===== config.mk =====
export PLATFORM = sky130hd
export DESIGN_NAME = posit_decode_pipe_flat
export DESIGN_NICKNAME = d
export VERILOG_FILES = /design/src/rtl/posit_pkg.sv /design/src/rtl/posit_decode_pipe_if.sv /design/src/rtl/count_regime.sv /design/src/rtl/posit_decode_pipe.sv /design/src/flat_wrapper.sv
export SDC_FILE = /design/constraint.sdc
export NUM_CORES = 1
export LEC_CHECK = 0
export BUFFER_PORTS_ARGS = -buffer_cell sky130_fd_sc_hd__buf_2
export CORE_MARGIN = 2
export CORE_UTILIZATION = 37
export CTS_BUF_LIST = sky130_fd_sc_hd__clkbuf_2 sky130_fd_sc_hd__clkbuf_4 sky130_fd_sc_hd__clkbuf_8
export CTS_CLUSTER_DIAMETER = 120
export CTS_CLUSTER_SIZE = 12
export DETAILED_ROUTE_END_ITERATION = 12
export GPL_TIMING_DRIVEN = 0
export SLEW_MARGIN = 25
export SYNTH_ARGS = -nofsm -noshare
export SYNTH_HDL_FRONTEND = slang
export SYNTH_SLANG_ARGS = --single-unit

===== constraint.sdc =====
create_clock -name clk -period 15.25 [get_ports clk]
set_clock_uncertainty 0.05 [all_clocks]
set_input_delay 3.05 -clock clk [delete_from_list [all_inputs] [get_ports clk]]
set_output_delay 3.05 -clock clk [all_outputs]
set_load 0.01 [all_outputs]

===== src/rtl/posit_pkg.sv =====
// Shared posit decoder definitions: default geometry, field-width helpers,
// the decoded-field record and constant records for the two special values.
package posit_pkg;

  localparam int N_DEF  = 32;
  localparam int ES_DEF = 2;

  // Signed regime width: must hold -(N-1) .. N-2.
  function automatic int kw_of(input int n);
    return $clog2(n) + 1;
  endfunction

  // Fraction width: a word always spends at least sign + 2 regime bits.
  function automatic int fw_of(input int n, input int es);
    return n - 3 - es;
  endfunction

  localparam int KW_DEF = kw_of(N_DEF);
  localparam int FW_DEF = fw_of(N_DEF, ES_DEF);

  typedef struct packed {
    logic                     sign;
    logic                     zero;
    logic                     nar;
    logic signed [KW_DEF-1:0] k;
    logic [ES_DEF-1:0]        exp;
    logic [FW_DEF-1:0]        frac;
  } posit_dec_t;

  function automatic posit_dec_t dec_zero();
    posit_dec_t d;
    d      = '0;
    d.zero = 1'b1;
    return d;
  endfunction

  function automatic posit_dec_t dec_nar();
    posit_dec_t d;
    d      = '0;
    d.sign = 1'b1;
    d.nar  = 1'b1;
    return d;
  endfunction

endpackage


===== src/rtl/posit_decode_pipe_if.sv =====
// Handshake bundle for the posit decoder: raw-word input stream and
// decoded-field output stream.
interface posit_decode_pipe_if
  import posit_pkg::*;
#(
  parameter int N  = N_DEF,
  parameter int ES = ES_DEF
);
  localparam int KW = kw_of(N);
  localparam int FW = fw_of(N, ES);

  logic                 in_valid;
  logic                 in_ready;
  logic [N-1:0]         in_posit;
  logic                 out_valid;
  logic                 out_ready;
  logic                 out_sign;
  logic                 out_zero;
  logic                 out_nar;
  logic signed [KW-1:0] out_k;
  logic [ES-1:0]        out_exp;
  logic [FW-1:0]        out_frac;

  modport slave (
    input  in_valid, in_posit, out_ready,
    output in_ready, out_valid, out_sign, out_zero, out_nar, out_k, out_exp, out_frac
  );

  modport master (
    output in_valid, in_posit, out_ready,
    input  in_ready, out_valid, out_sign, out_zero, out_nar, out_k, out_exp, out_frac
  );

endinterface


===== src/rtl/count_regime.sv =====
// Combinational leading-run counter: number of consecutive bits equal to B
// starting at the MSB of the word.
module count_regime #(
  parameter int W = 31,
  parameter bit B = 1'b1,
  localparam int CW = $clog2(W + 1)
) (
  input  logic [W-1:0]  bits,
  output logic [CW-1:0] count
);

  always_comb begin
    logic run;
    run   = 1'b1;
    count = '0;
    for (int i = W - 1; i >= 0; i--) begin
      run   = run & (bits[i] == B);
      count = count + CW'(run);
    end
  end

endmodule


===== src/rtl/posit_decode_pipe.sv =====
// Three-stage posit decoder: capture/negate, regime count, field extraction.
// All stages advance together; only the valid bits are reset.
module posit_decode_pipe
  import posit_pkg::*;
#(
  parameter int N  = N_DEF,
  parameter int ES = ES_DEF
) (
  input logic          clk,
  input logic          rst_n,
  posit_decode_pipe_if.slave bus
);

  localparam int KW = kw_of(N);
  localparam int FW = fw_of(N, ES);
  localparam int MW = $clog2(N);
  localparam logic [N-1:0] NAR_WORD = {1'b1, {(N-1){1'b0}}};

  logic s1_valid, s2_valid, s3_valid;
  logic adv;

  assign adv          = !s3_valid || bus.out_ready;
  assign bus.in_ready = adv;
  assign bus.out_valid = s3_valid;

  always_ff @(posedge clk or negedge rst_n) begin
    if (!rst_n) begin
      s1_valid <= 1'b0;
      s2_valid <= 1'b0;
      s3_valid <= 1'b0;
    end else if (adv) begin
      s1_valid <= bus.in_valid;
      s2_valid <= s1_valid;
      s3_valid <= s2_valid;
    end
  end

  // Stage 1: capture, classify and take the magnitude.
  logic         s1_sign, s1_zero, s1_nar;
  logic [N-1:0] s1_abs;

  always_ff @(posedge clk) begin
    if (adv) begin
      s1_sign <= bus.in_posit[N-1];
      s1_zero <= (bus.in_posit == '0);
      s1_nar  <= (bus.in_posit == NAR_WORD);
      s1_abs  <= bus.in_posit[N-1] ? -bus.in_posit : bus.in_posit;
    end
  end

  // Stage 2: regime run length from whichever counter matches the lead bit.
  logic [N-2:0]  r_cur;
  logic [MW-1:0] m_ones, m_zeros, m_cur;
  logic [KW-1:0] m_ext, k_cur;

  assign r_cur = s1_abs[N-2:0];

  count_regime #(.W(N - 1), .B(1'b1)) u_count_ones (
    .bits  (r_cur),
    .count (m_ones)
  );

  count_regime #(.W(N - 1), .B(1'b0)) u_count_zeros (
    .bits  (r_cur),
    .count (m_zeros)
  );

  assign m_cur = r_cur[N-2] ? m_ones : m_zeros;
  assign m_ext = {1'b0, m_cur};
  assign k_cur = r_cur[N-2] ? (m_ext - KW'(1)) : (KW'(0) - m_ext);

  logic                 s2_sign, s2_zero, s2_nar;
  logic signed [KW-1:0] s2_k;
  logic [MW-1:0]        s2_m;
  logic [N-2:0]         s2_r;

  always_ff @(posedge clk) begin
    if (adv) begin
      s2_sign <= s1_sign;
      s2_zero <= s1_zero;
      s2_nar  <= s1_nar;
      s2_k    <= k_cur;
      s2_m    <= m_cur;
      s2_r    <= r_cur;
    end
  end

  // Stage 3: shift out run + terminator; a full-width run shifts to zero.
  logic [MW:0]  sh;
  logic [N-2:0] t;
  logic         special;

  assign sh      = {1'b0, s2_m} + (MW + 1)'(1);
  assign t       = s2_r << sh;
  assign special = s2_zero | s2_nar;

  logic                 s3_sign, s3_zero, s3_nar;
  logic signed [KW-1:0] s3_k;
  logic [ES-1:0]        s3_exp;
  logic [FW-1:0]        s3_frac;

  always_ff @(posedge clk) begin
    if (adv) begin
      s3_sign <= s2_nar | (s2_sign & ~s2_zero);
      s3_zero <= s2_zero;
      s3_nar  <= s2_nar;
      s3_k    <= special ? '0 : s2_k;
      s3_exp  <= special ? '0 : t[N-2 -: ES];
      s3_frac <= special ? '0 : t[N-2-ES -: FW];
    end
  end

  assign bus.out_sign = s3_sign;
  assign bus.out_zero = s3_zero;
  assign bus.out_nar  = s3_nar;
  assign bus.out_k    = s3_k;
  assign bus.out_exp  = s3_exp;
  assign bus.out_frac = s3_frac;

  // The magnitude MSB and the two bits below the fraction never reach an output.
  logic unused_bits;
  assign unused_bits = ^{s1_abs[N-1], t[1:0]};

endmodule


===== src/flat_wrapper.sv =====
// flat-port wrapper written by rule: the top's interface ports become plain ports
module posit_decode_pipe_flat import posit_pkg::*;
#(
  parameter int N  = N_DEF,
  parameter int ES = ES_DEF
)
  (clk, rst_n, bus_in_valid, bus_in_posit, bus_out_ready, bus_in_ready, bus_out_valid, bus_out_sign, bus_out_zero, bus_out_nar, bus_out_k, bus_out_exp, bus_out_frac);
  posit_decode_pipe_if #(.N(N), .ES(ES)) bus_i ();
  input logic clk;
  input logic rst_n;
  input wire logic [$bits(bus_i.in_valid)-1:0] bus_in_valid;
  input wire logic [$bits(bus_i.in_posit)-1:0] bus_in_posit;
  input wire logic [$bits(bus_i.out_ready)-1:0] bus_out_ready;
  output wire logic [$bits(bus_i.in_ready)-1:0] bus_in_ready;
  output wire logic [$bits(bus_i.out_valid)-1:0] bus_out_valid;
  output wire logic [$bits(bus_i.out_sign)-1:0] bus_out_sign;
  output wire logic [$bits(bus_i.out_zero)-1:0] bus_out_zero;
  output wire logic [$bits(bus_i.out_nar)-1:0] bus_out_nar;
  output wire logic [$bits(bus_i.out_k)-1:0] bus_out_k;
  output wire logic [$bits(bus_i.out_exp)-1:0] bus_out_exp;
  output wire logic [$bits(bus_i.out_frac)-1:0] bus_out_frac;
  assign bus_i.in_valid = bus_in_valid;
  assign bus_i.in_posit = bus_in_posit;
  assign bus_i.out_ready = bus_out_ready;
  assign bus_in_ready = bus_i.in_ready;
  assign bus_out_valid = bus_i.out_valid;
  assign bus_out_sign = bus_i.out_sign;
  assign bus_out_zero = bus_i.out_zero;
  assign bus_out_nar = bus_i.out_nar;
  assign bus_out_k = bus_i.out_k;
  assign bus_out_exp = bus_i.out_exp;
  assign bus_out_frac = bus_i.out_frac;
  posit_decode_pipe #(.N(N), .ES(ES)) u_core (.clk(clk), .rst_n(rst_n), .bus(bus_i));
endmodule

[Word level (Yosys, flattened, before mapping)]
Cells that the tools add are included.
Storage, ports and cells
  register bits: 120
  logic and storage cells: 186
  output and inout bits: 40
  bits of input ports: 36
Cells by class
  reductions and logical operators: 3
  shift-type cells: 1
  bitwise operators: 95
  equality and inequality tests: 1
  muxes and demuxes: 3
  add/subtract/negate cells: 64
Operators by type and width (count)
  $add A5 B1 Y5: 52
  $and A1 B1 Y1: 61
  $eq A32 B32 Y1 const B: 1
  $logic_not A32 Y1: 1
  $not A1 Y1: 32
  $mux W31: 1
  $neg A31 Y31: 1
  $shl A31 B6 Y31: 1
  $add A4 B1 Y5: 2
  $add A3 B1 Y4: 2
  $add A2 B1 Y3: 2
  $add A5 B1 Y6 const B: 1
  $mux W6: 1
  $sub A1 B5 Y6 const A: 1
  $sub A5 B1 Y6 const B: 1
  $mux W5: 1
  $add A1 B1 Y2: 2
  $or A1 B1 Y1: 2
  $logic_not A1 Y1: 1
  $logic_or A1 B1 Y1: 1

[Logic depth before layout (Yosys ltp)]
Gate-level depths: netlist of run 1.
  word-level depth: 35
  mapped depth: 23
  gate-level depth less buffers: 22

[By module]
From an unflattened synthesis of run 1, not the netlist that was laid out.
Unflattened totals
  cell total of the unflattened synthesis: 716
  area total of the unflattened synthesis: 8468.1 um2
Modules (own cells, without submodules)
  posit_decode_pipe: times used 1, cells an instance 498, area an instance 6477.5 um2, sequential area each 3588.4 um2
  count_regime at u_core.u_count_zeros: times used 1, cells an instance 109, area an instance 996.0 um2, sequential area each 0.0 um2
  count_regime at u_core.u_count_ones: times used 1, cells an instance 109, area an instance 994.7 um2, sequential area each 0.0 um2

[Worst setup path before layout of run 1]
OpenSTA, ideal clock, no wires.
  path kind: input -> output
  start: in bus_out_ready
  end: out bus_in_ready
  arrival time: 6.014 ns
  stages on the path: 1
  buffers on the path: 0
  slack: 6.136 ns
  data required time: 12.150 ns
  cells stage by stage: nand2b_1
Between the ends
  word-level cells in the longest chain between the ends: 1
RTL lines
  from (decl): line flat_wrapper.sv:13  | input wire logic [$bits(bus_i.out_ready)-1:0] bus_out_ready;
  $logic_or A1 B1 Y1: line posit_decode_pipe.sv:22  | assign adv = !s3_valid || bus.out_ready;
  to (decl): line flat_wrapper.sv:14  | output wire logic [$bits(bus_i.in_ready)-1:0] bus_in_ready;
Every way passes these cells.

[Worst setup path after layout of run 1]
  start: reg u_core.s1_abs[30]
  end: reg u_core.s2_k[5] (data pin)
Between the ends
  word-level cells in the longest chain between the ends: 35
  elaborated cells on any way between the ends: 125
  those cells by class: add/sub: 62; mux: 2; bitwise: 61
RTL lines
  from (decl): line posit_decode_pipe.sv:40  | logic [N-1:0] s1_abs;
  from (signal assigned): line posit_decode_pipe.sv:47  | s1_abs <= bus.in_posit[N-1] ? -bus.in_posit : bus.in_posit;
  $not A1 Y1: line count_regime.sv:17  | run = run & (bits[i] == B);
  $and A1 B1 Y1: line count_regime.sv:17
  $add A1 B1 Y2 / $and A1 B1 Y1 (equally long branches): line count_regime.sv:18, count_regime.sv:17
  $add A2 B1 Y3 / $and A1 B1 Y1 (equally long branches): line count_regime.sv:18, count_regime.sv:17
  $add A3 B1 Y4 / $and A1 B1 Y1 (equally long branches): line count_regime.sv:18, count_regime.sv:17
  $add A4 B1 Y5 / $and A1 B1 Y1 (equally long branches): line count_regime.sv:18, count_regime.sv:17
  $add A5 B1 Y5 / $and A1 B1 Y1 (equally long branches) (25 in a row): line count_regime.sv:18, count_regime.sv:17
  $add A5 B1 Y5: line count_regime.sv:18  | count = count + CW'(run);
  $mux W5: line posit_decode_pipe.sv:68  | assign m_cur = r_cur[N-2] ? m_ones : m_zeros;
  $sub A1 B5 Y6 / $sub A5 B1 Y6 (equally long branches): line posit_decode_pipe.sv:70  | assign k_cur = r_cur[N-2] ? (m_ext - KW'(1)) : (KW'(0) - m_ext);
  $mux W6 *: line posit_decode_pipe.sv:70
  named net u_core.k_cur[5]: line posit_decode_pipe.sv:54  | logic [KW-1:0] m_ext, k_cur;
  to (signal assigned): line posit_decode_pipe.sv:82  | s2_k <= k_cur;
  to (decl): line posit_decode_pipe.sv:73  | logic signed [KW-1:0] s2_k;
Mark *: on every way through the listed nets, which the timed path passes. The rest lies on a longest branch.
A chain may end at the register's enable or synchronous reset.

==> flow_summary.json, run 1 <==
{
  "status": "finished clean",
  "postCtsHoldBufs": 0,
  "ctsRootBufferMaster": "clkbuf_8",
  "crit_arrival_ns": 8.93,
  "grt_pass1_wl_mm": 27.16,
  "cts_tree": "built",
  "insertedDiodeCount": 0,
  "tns_ns": 0,
  "total_power_mw": 1.502,
  "seq_area_frac_synth_pct": 44.77,
  "clk_latency_ns": 0.45,
  "rsz0062_at_grt": "no",
  "dp_cells": 1033,
  "met1Wirelength_mm": 7.904,
  "switching_share_pct": 38.73,
  "switchingPower_mw": 0.5817,
  "multi_input_area_um2": 4066,
  "wire_per_inst_um": 16.09,
  "cp_common_cell": "fa_1",
  "nNetsFinal": 876,
  "setup_viol_count_final": 0,
  "clk_pin_slew_ns": 0.07,
  "postCtsSetupRepairBufs": 0,
  "synthToLayoutAreaGrowth_pct": 14.10,
  "fin_cells": 1065,
  "h-tree-depth": 4,
  "syn_area_um2": 8015,
  "grt_usage_pct": 15.72,
  "powerDensity_nw_per_um2": 164.3,
  "synth.top_cell.area_share_pct": 43.83,
  "n_fill_cell": 2005,
  "synthTopCellsByCount": "edfxtp_1 (117), inv_1 (70), nand2_1 (54), fa_1 (45), nor2_1 (42)",
  "synth_area_leader_cell": "edfxtp_1",
  "start_kind": "flop",
  "cp.required_ns": 15.38,
  "syn_nets": 780,
  "dr_wl_met2_mm": 8.187,
  "gp_congestion": 0.9084,
  "dp_hpwl_mm": 13.57,
  "hold_viol_final": 0,
  "grt_pass1_vias": 5213,
  "wl_mm": 17.13,
  "routed_via_density": 5.090,
  "critical_path_class": "flop to flop",
  "overflow": 0,
  "worst_hold_path_type": "flop to flop",
  "seqPwrFrac_pct": 36.3,
  "crit_path_max_fanout": 7,
  "vdd_drop_max_v": 0.00006282,
  "highest_layer": "met4",
  "maxSlewViolCount": 0,
  "wl_met3_um": 692,
  "final_core_util_pct": 43.23,
  "postPlaceCellArea_um2": 8790,
  "coreArea_um2": 21150,
  "ys_ff_latch": 120,
  "die_w_um": 151.2,
  "initial_core_util_pct": 37.89,
  "maxClockFrequency_ghz": 0.1137,
  "drt_iter0_drc": 240,
  "num_rows": 53,
  "relSlewSlack_pct": 42.22,
  "final_cell_area_um2": 9145,
  "io_buffers": 75,
  "fin_crit_sh_pct": 57.68,
  "power_frac_comb_pct": 46.4,
  "yosysWarnings": 0,
  "netlist_instances": 681,
  "synthArstFlopShare_pct": 2.500,
  "ys.flop_type": "edfxtp_1",
  "cts_resized": 0,
  "cts.sinks": 120,
  "power.leakage_nw": 3.675,
  "tightest_slew_ns": 0.8588,
  "synth_edf_count": 117,
  "crit_path_end_kind": "flop",
  "regArea_um2": 3588,
  "p_int_mw": 0.9204,
  "drc": 0,
  "antenna_found_initial": 0,
  "slowest_delay_ns": 0.59,
  "crit_chain": "or4_1 > or4_4 > or4_4 > buf_6 > or4_4 > or4_1 > fa_1 > fa_1 > fa_1 > fa_1 > fa_1 > inv_1 > fa_1 > fa_1 > fa_1 > xor2_1 > mux2i_1 > nand3_1 > a2111oi_0 > xnor2_1",
  "ant_nets": 0,
  "synth_area_per_cell_um2": 11.77,
  "numCtsBuffers": 17,
  "vias": 5421,
  "drt_pass1_iterations": 7,
  "synth.area.top_cells": "edfxtp_1 (44%), fa_1 (11%), mux4_2 (5.6%)",
  "drive_above_1_share_pct": 19.37,
  "grt_max_degree": 50,
  "maxCapViolCount": 0,
  "timing.final.crit_period_ns": 8.797,
  "cpMaxStageDelayCell": "or4_1",
  "die_h_um": 151.2,
  "cts_buffer_depth": 2,
  "io_pins": 76,
  "clkPwrFrac_pct": 17.4,
  "ys_types": 50,
  "synth.most_common_cell": "edfxtp_1",
  "dieArea_um2": 22860
}
==> logic make-up (layout without fill, tap and decap cells) <==
logic type,Yosys count,after routing,share of synthesized area [%]
compound gates,79,79,6.291
xor+xnor,45,45,4.917
fa+ha+maj,63,63,14.05
buf+inv,96,205,4.589
flops,120,120,44.77
mux,72,72,12.32
simple gates,206,206,13.07
==> per-layer routing <==
| layer | GRT usage [%] | up-vias |
|---|---|---|
| met5 | 0 | - |
| met2 | 26.00 | 149 |
| met4 | 5.467 | 0 |
| met3 | 3.253 | 29 |
| li1 | - | 2645 |
| met1 | 20.58 | 2598 |
==> power groups by stage <==
stage	Combinational, mW	Sequential [mW]	Clock [mW]
6_report	0.696	0.545	0.261
2_1_floorplan	0.481	0.565	0
3_3_place_gp	0.686	0.562	0
3_5_place_dp	0.692	0.553	0
4_1_cts	0.696	0.546	0.268
5_1_grt	0.763	0.556	0.283
==> cell type report <==
| class | instances | share of cell area [%] |
|---|---|---|
| multi-input cells | 465 | 44.47 |
| flip-flops and latches | 120 | 39.24 |
| repair buffers | 77 | 4.624 |
| well taps | 275 | 3.762 |
| inverters | 71 | 2.914 |
| clock buffers | 19 | 2.723 |
| clock inverters | 13 | 1.163 |
| plain buffers | 25 | 1.108 |
==> worst paths after layout <==
path,startpoint,end,slack (ns),depth (start not counted)
worst min-delay path,u_core.s1_zero,u_core.s2_zero,0.37,0
min in group asynchronous,rst_n,u_core.s2_valid,2.33,1
worst min register to register,u_core.s1_zero,u_core.s2_zero,0.37,0
max in group asynchronous,rst_n,u_core.bus.out_valid,12.71,1
worst max-delay path,u_core.s1_abs[30],u_core.s2_k[5],6.45,20
worst max register to register,u_core.s1_abs[30],u_core.s2_k[5],6.45,20
==> metrics by stage <==
| step | worst slack (ns) | hold WS, ns |
|---|---|---|
| 5_1_grt | 6.143 | 0.3823 |
| 3_3_place_gp | 4.444 | 0.3530 |
| 3_5_place_dp | 6.432 | 0.3571 |
| 4_1_cts | 6.419 | 0.3763 |
| 6_report | 6.453 | 0.3746 |
| 2_1_floorplan | 6.136 | 0.3503 |
==> sequential cells by signal, summed over array words and instances, names as in the netlist, 2 cells and up <==
name,flops
u_core.s1_abs,31
u_core.s2_r,31
u_core.bus.out_frac,27
u_core.bus.out_k,6
u_core.s2_k,6
u_core.s2_m,5
u_core.bus.out_exp,2
==> critical path, delay by kind of cell (launching register included) <==
kind / cells / cell delay (ns)
buffers and inverters: 2 / 0.21
and+or+nand+nor: 6 / 2.82
muxes: 1 / 0.37
DFF: 1 / 0.54
AOI/OAI and AO/OA: 1 / 0.50
xor gates and xnor gates: 2 / 0.28
adders and majority gates: 8 / 3.76
==> cell usage in the layout, fill, tap and decap left out, types with 5 or more instances in the layout <==
| cell type | netlist | layout |
|---|---|---|
| clkinv_2 | 0 | 5 |
| fa_1 | 45 | 45 |
| o21ai_0 | 19 | 19 |
| or2_2 | 5 | 5 |
| inv_1 | 70 | 70 |
| mux2_2 | 13 | 13 |
| nand2_1 | 54 | 54 |
| or3_1 | 11 | 11 |
| and2_1 | 11 | 11 |
| or4_1 | 8 | 8 |
| and3_1 | 8 | 8 |
| nor2_1 | 42 | 42 |
| nand3_1 | 25 | 25 |
| nand4_1 | 6 | 6 |
| clkbuf_1 | 21 | 21 |
| nor4_1 | 6 | 6 |
| xnor2_1 | 39 | 39 |
| nor3_1 | 11 | 11 |
| o41ai_1 | 5 | 5 |
| mux4_2 | 20 | 20 |
| ha_1 | 18 | 18 |
| edfxtp_1 | 117 | 117 |
| o22ai_1 | 9 | 9 |
| a21oi_1 | 16 | 16 |
| clkbuf_8 | 0 | 17 |
| mux2i_1 | 39 | 39 |
| buf_2 | 0 | 75 |
| xor2_1 | 6 | 6 |
| o31ai_1 | 10 | 10 |
Note: power is estimated with default switching activity, not from simulation.
==> inputs of run 2 (changes only) <==
- clock period: 15.25 -> 8.4 ns (I/O delays scaled with it)
==> run 2 against run 1 <==
Effect of this change: maximum frequency increased by 7.9%; combinational power is 84% higher; final cell count rose by 0.66%; critical path depth fell by 1; sequential power up 81%; global-route usage grew 0.13 points; first-iteration DRC count increased by 3.3%; clock-buffer cell count unchanged; setup slack got worse by 6.2 ns; via count up 1.0%; critical endpoint unchanged.
==> flow_summary.json, run 2 (synthesis results as in run 1) <==
{
  "cts_buffer_depth": 2,
  "hold_viol_final": 0,
  "relSlewSlack_pct": 47.89,
  "start_kind": "flop",
  "tightest_slew_ns": 0.7817,
  "power_frac_comb_pct": 46.8,
  "cts_tree": "built",
  "grt_pass1_wl_mm": 27.34,
  "crit_chain": "or4_4 > or4_4 > or4_4 > or4_4 > or4_4 > fa_1 > fa_1 > fa_1 > fa_1 > fa_1 > inv_1 > fa_1 > fa_2 > fa_2 > a21o_1 > a21oi_2 > mux2_4 > a2111oi_4 > xnor2_1",
  "final_core_util_pct": 43.80,
  "total_power_mw": 2.745,
  "initial_core_util_pct": 37.89,
  "power.leakage_nw": 3.713,
  "io_pins": 76,
  "hold_slack_ns": 0.3745,
  "gp_congestion": 0.9084,
  "cp.required_ns": 8.53,
  "nNetsFinal": 883,
  "final_common_cell": "edfxtp_1",
  "clkPwrFrac_pct": 17.3,
  "routed_via_density": 5.109,
  "antenna_found_initial": 0,
  "switching_share_pct": 38.72,
  "synthToLayoutAreaGrowth_pct": 15.59,
  "dieArea_um2": 22860,
  "critical_path_class": "flop to flop",
  "drc": 0,
  "maxCapViolCount": 0,
  "clk_pin_slew_ns": 0.07,
  "cpMaxStageDelayCell": "fa_1",
  "path_buf_inv": 1,
  "setup_viol_count_final": 0,
  "io_buffers": 75,
  "timing.final.crit_period_ns": 8.156,
  "crit_path_end_kind": "flop",
  "grt_pass1_vias": 5242,
  "drt_pass1_iterations": 6,
  "wl_mm": 17.29,
  "cp_common_cell": "fa_1",
  "dp_hpwl_mm": 13.57,
  "h-tree-depth": 4,
  "numCtsBuffers": 17,
  "place_worst_setup_slack_ns": -0.4182,
  "coreArea_um2": 21150,
  "layout_setup_ws_ns": 0.2439,
  "crit_path_max_fanout": 5,
  "fin_crit_sh_pct": 97.10,
  "grt_usage_pct": 15.85,
  "postCtsHoldBufs": 0,
  "num_rows": 53,
  "clk_latency_ns": 0.44,
  "insertedDiodeCount": 0,
  "overflow": 0,
  "powerDensity_nw_per_um2": 296.3,
  "vdd_drop_max_v": 0.0001140,
  "seqPwrFrac_pct": 36.0,
  "die_h_um": 151.2,
  "switchingPower_mw": 1.063,
  "vias": 5477,
  "ant_nets": 0,
  "ctsRootBufferMaster": "clkbuf_8",
  "status": "finished clean",
  "maxClockFrequency_ghz": 0.1226,
  "worst_hold_path_type": "flop to flop",
  "crit_arrival_ns": 8.29,
  "slowest_delay_ns": 0.58,
  "cp_top_family": "adder cells",
  "die_w_um": 151.2,
  "p_int_mw": 1.682,
  "grt_max_degree": 50,
  "maxSlewViolCount": 0,
  "drt_iter0_drc": 248,
  "cts.sinks": 120,
  "layout_common_cells": "edfxtp_1 (117), buf_2 (75), inv_1 (70)",
  "drive_above_1_share_pct": 21.71,
  "wire_per_inst_um": 16.13
}
## run 2: final timing paths
kind                                   start                    to  slack [ns]  depth (start not counted)
max in group asynchronous              rst_n  u_core.bus.out_valid        7.23                          1
setup reg to reg           u_core.s1_abs[27]        u_core.s2_k[5]        0.24                         19
hold reg to reg               u_core.s1_zero        u_core.s2_zero        0.37                          0
min in group asynchronous              rst_n       u_core.s2_valid        0.96                          1
setup / recovery           u_core.s1_abs[27]        u_core.s2_k[5]        0.24                         19
hold / removal                u_core.s1_zero        u_core.s2_zero        0.37                          0
## run 2: power by group through the flow
stage	registers, mW	logic [mW]	clock network (mW)
2_1_floorplan	1.02	0.874	0
3_3_place_gp	1.02	1.25	0
3_5_place_dp	1.00	1.26	0
4_1_cts	0.989	1.28	0.487
5_1_grt	1.01	1.41	0.514
6_report	0.987	1.28	0.474
## run 2: area by class of cell
| class | count | area [µm²] |
|---|---|---|
| Fill cell | 1990 | 11890 |
| Multi-Input combinational cell | 465 | 4138 |
| Sequential cell | 120 | 3588 |
| Timing Repair Buffer | 85 | 483.0 |
| Tap cell | 275 | 344.1 |
| Inverter | 71 | 266.5 |
| Clock buffer | 19 | 249.0 |
| Clock inverter | 13 | 106.4 |
| Buffer | 24 | 90.09 |
## run 2: layer usage
layer,track usage [%],vias up,wire (µm)
met5,0,-,0
met4,5.421,0,320
met3,3.253,27,793
met2,26.18,159,8226
met1,20.83,2624,7947
li1,-,2667,-
## run 2: metrics by stage
step / instances / area [µm²] / setup TNS, ns
final: 1072 / 9265 / 0
after global placement: 1031 / 8735 / -0.5225
after floorplan: 681 / 8015 / 0
after global routing: 1072 / 9265 / -0.004271
after CTS: 1069 / 9188 / 0
after detailed placement: 1033 / 8790 / -0.6489
## run 2: repair_timing
action | in CTS | in global routing
gates resized for setup | 4 | 11
pin swaps | 1 | 16
setup buffers | 4 | 4
endpoints found under the setup margin | 3 | 4
==> inputs of run 3 (changes only) <==
- CELL_PAD_IN_SITES_DETAIL_PLACEMENT: default -> 1
- CELL_PAD_IN_SITES_GLOBAL_PLACEMENT: default -> 1
- CORE_UTILIZATION: 37 -> 25
- PLACE_DENSITY_LB_ADDON: default -> 0.1
==> run 3 against run 2 <==
Effect of this change: utilization fell by 14 points; combinational power increased by 5%; global-route usage shrank 2.1 points; routed wire length grew 29%; setup slack lost 0.031 ns; sequential share of layout area fell by 0.85 points; maximum frequency shrank 0.37%; die area increased by 47%; register-to-register slack got worse by 0.03 ns; clock-buffer cell count is 1 lower; critical path depth stayed put; final cell count grew 12%.
==> flow_summary.json, run 3 (synthesis results as in run 1) <==
{
  "fin_cells": 1201,
  "drt_pass1_iterations": 5,
  "vdd_drop_max_v": 0.00009166,
  "final_common_cell": "edfxtp_1",
  "cts_buffer_depth": 2,
  "status": "finished clean",
  "die_w_um": 183.1,
  "numCtsBuffers": 17,
  "maxClockFrequency_ghz": 0.1221,
  "crit_path_end_kind": "flop",
  "hold_viol_final": 0,
  "final_cell_area_um2": 9473,
  "grt_max_degree": 44,
  "setup_viol_count_final": 0,
  "drt_iter0_drc": 258,
  "multi_input_area_um2": 4143,
  "insertedDiodeCount": 0,
  "hold_slack_ns": 0.3813,
  "gp_congestion": 0.8552,
  "clkPwrFrac_pct": 18.4,
  "relSlewSlack_pct": 43.33,
  "fin_crit_sh_pct": 97.46,
  "vias": 5616,
  "critical_path_class": "flop to flop",
  "h-tree-depth": 4,
  "postCtsHoldBufs": 0,
  "powerDensity_nw_per_um2": 302.4,
  "cts_tree": "built",
  "antenna_found_initial": 0,
  "routed_via_density": 4.676,
  "rsz0062_at_grt": "no",
  "cp.required_ns": 8.55,
  "clk_pin_slew_ns": 0.08,
  "tns_ns": 0,
  "die_h_um": 183.1,
  "power.leakage_nw": 3.740,
  "startpoint": "u_core.s1_abs[27]",
  "maxCapViolCount": 0,
  "use_met1_pct": 16.51,
  "cts.sinks": 120,
  "ctsRootBufferMaster": "clkbuf_8",
  "grt_usage_pct": 13.73,
  "timing.final.crit_period_ns": 8.187,
  "switchingPower_mw": 1.149,
  "io_buffers": 75,
  "ant_nets": 0,
  "r2r-start": "u_core.s1_abs[27]",
  "dp_hpwl_mm": 17.95,
  "hp-start": "u_core.s1_sign",
  "io_pins": 76,
  "wire_per_inst_um": 18.55,
  "overflow": 0,
  "initial_core_util_pct": 25.40,
  "seqPwrFrac_pct": 34.7,
  "maxSlewViolCount": 0,
  "total_power_mw": 2.865,
  "tightest_slew_ns": 0.8423,
  "groute.layer.met2.usage_pct": 24.45,
  "wl_mm": 22.28,
  "n_fill_cell": 3543,
  "power_frac_comb_pct": 46.9,
  "switching_share_pct": 40.11,
  "regArea_um2": 3588,
  "coreArea_um2": 31560,
  "postPlaceCellArea_um2": 8941,
  "crit_path_max_fanout": 7,
  "nNetsFinal": 885,
  "start_kind": "flop",
  "dp_cells": 1160,
  "worst_hold_path_type": "flop to flop",
  "drc": 0,
  "dieArea_um2": 33510,
  "p_int_mw": 1.716,
  "grt_pass1_wl_mm": 35.00,
  "met3_usage_pct": 2.581,
  "layout_common_cells": "edfxtp_1 (117), buf_2 (75), inv_1 (70)",
  "grt_pass1_vias": 6237,
  "drive_above_1_share_pct": 21.65,
  "grt-busiest-layer": "met2",
  "num_rows": 65,
  "clk_latency_ns": 0.45,
  "synthToLayoutAreaGrowth_pct": 18.19,
  "crit_arrival_ns": 8.33
}
-- run 3: final timing paths --
path	slack, ns	to	cells after the start
min reg2reg	0.38	u_core.s2_sign	0
min in group asynchronous	0.95	u_core.bus.out_valid	1
max	0.21	u_core.s2_k[5]	19
min	0.38	u_core.s2_sign	0
max reg2reg	0.21	u_core.s2_k[5]	19
max in group asynchronous	7.25	u_core.s1_valid	1
-- run 3: what timing repair did --
item	in CTS	in global routing
endpoints found under the setup margin	4	6
setup buffers	6	4
gates resized for setup	6	10
gates cloned	0	0
pin swaps	0	15
-- run 3: per-stage QoR --
| step | util, % | setup slack, ns |
|---|---|---|
| after global placement | 28.18 | -0.5482 |
| final | 30.02 | 0.2133 |
| after global routing | 30.02 | 0.009539 |
| after CTS | 29.79 | 0.004592 |
| after floorplan | - | 0.09836 |
| after detailed placement | 28.33 | -0.5866 |
-- run 3: worst max-delay path, stage by stage, from the launching register on --
cell	delay, ns
edfxtp_1	0.47
or4_4	0.55
or4_4	0.55
or4_4	0.50
or4_4	0.47
or4_4	0.44
fa_1	0.53
fa_1	0.42
fa_1	0.51
fa_1	0.44
fa_1	0.51
inv_1	0.05
fa_1	0.49
fa_2	0.41
fa_2	0.41
a21o_1	0.17
a21oi_2	0.14
mux2_4	0.35
a2111oi_4	0.33
xnor2_1	0.12
-- run 3: power by group through the flow --
stage                     registers, mW  logic, mW  clock network (mW)
after detailed placement           1.01       1.33                   0
after CTS                         0.997       1.35               0.552
after floorplan                    1.02      0.874                   0
final                             0.993       1.34               0.528
after global routing               1.02       1.48               0.573
after global placement             1.02       1.31                   0
-- run 3: per-layer routing --
metal	share of wire [%]	wire (µm)	vias to the layer above
met1	44	9832	2824
li1	-	-	2672
met3	2.9	640	25
met2	51	11350	95
met4	2.0	452	0
met5	0	0	-
-- run 3: cell type report --
class	instances	area share, %
Multi-Input combinational cell	465	43.73
Inverter	71	2.813
Clock inverter	14	1.585
Timing Repair Buffer	87	5.178
Clock buffer	18	2.549
Tap cell	402	5.310
Buffer	24	0.9510
Sequential cell	120	37.88
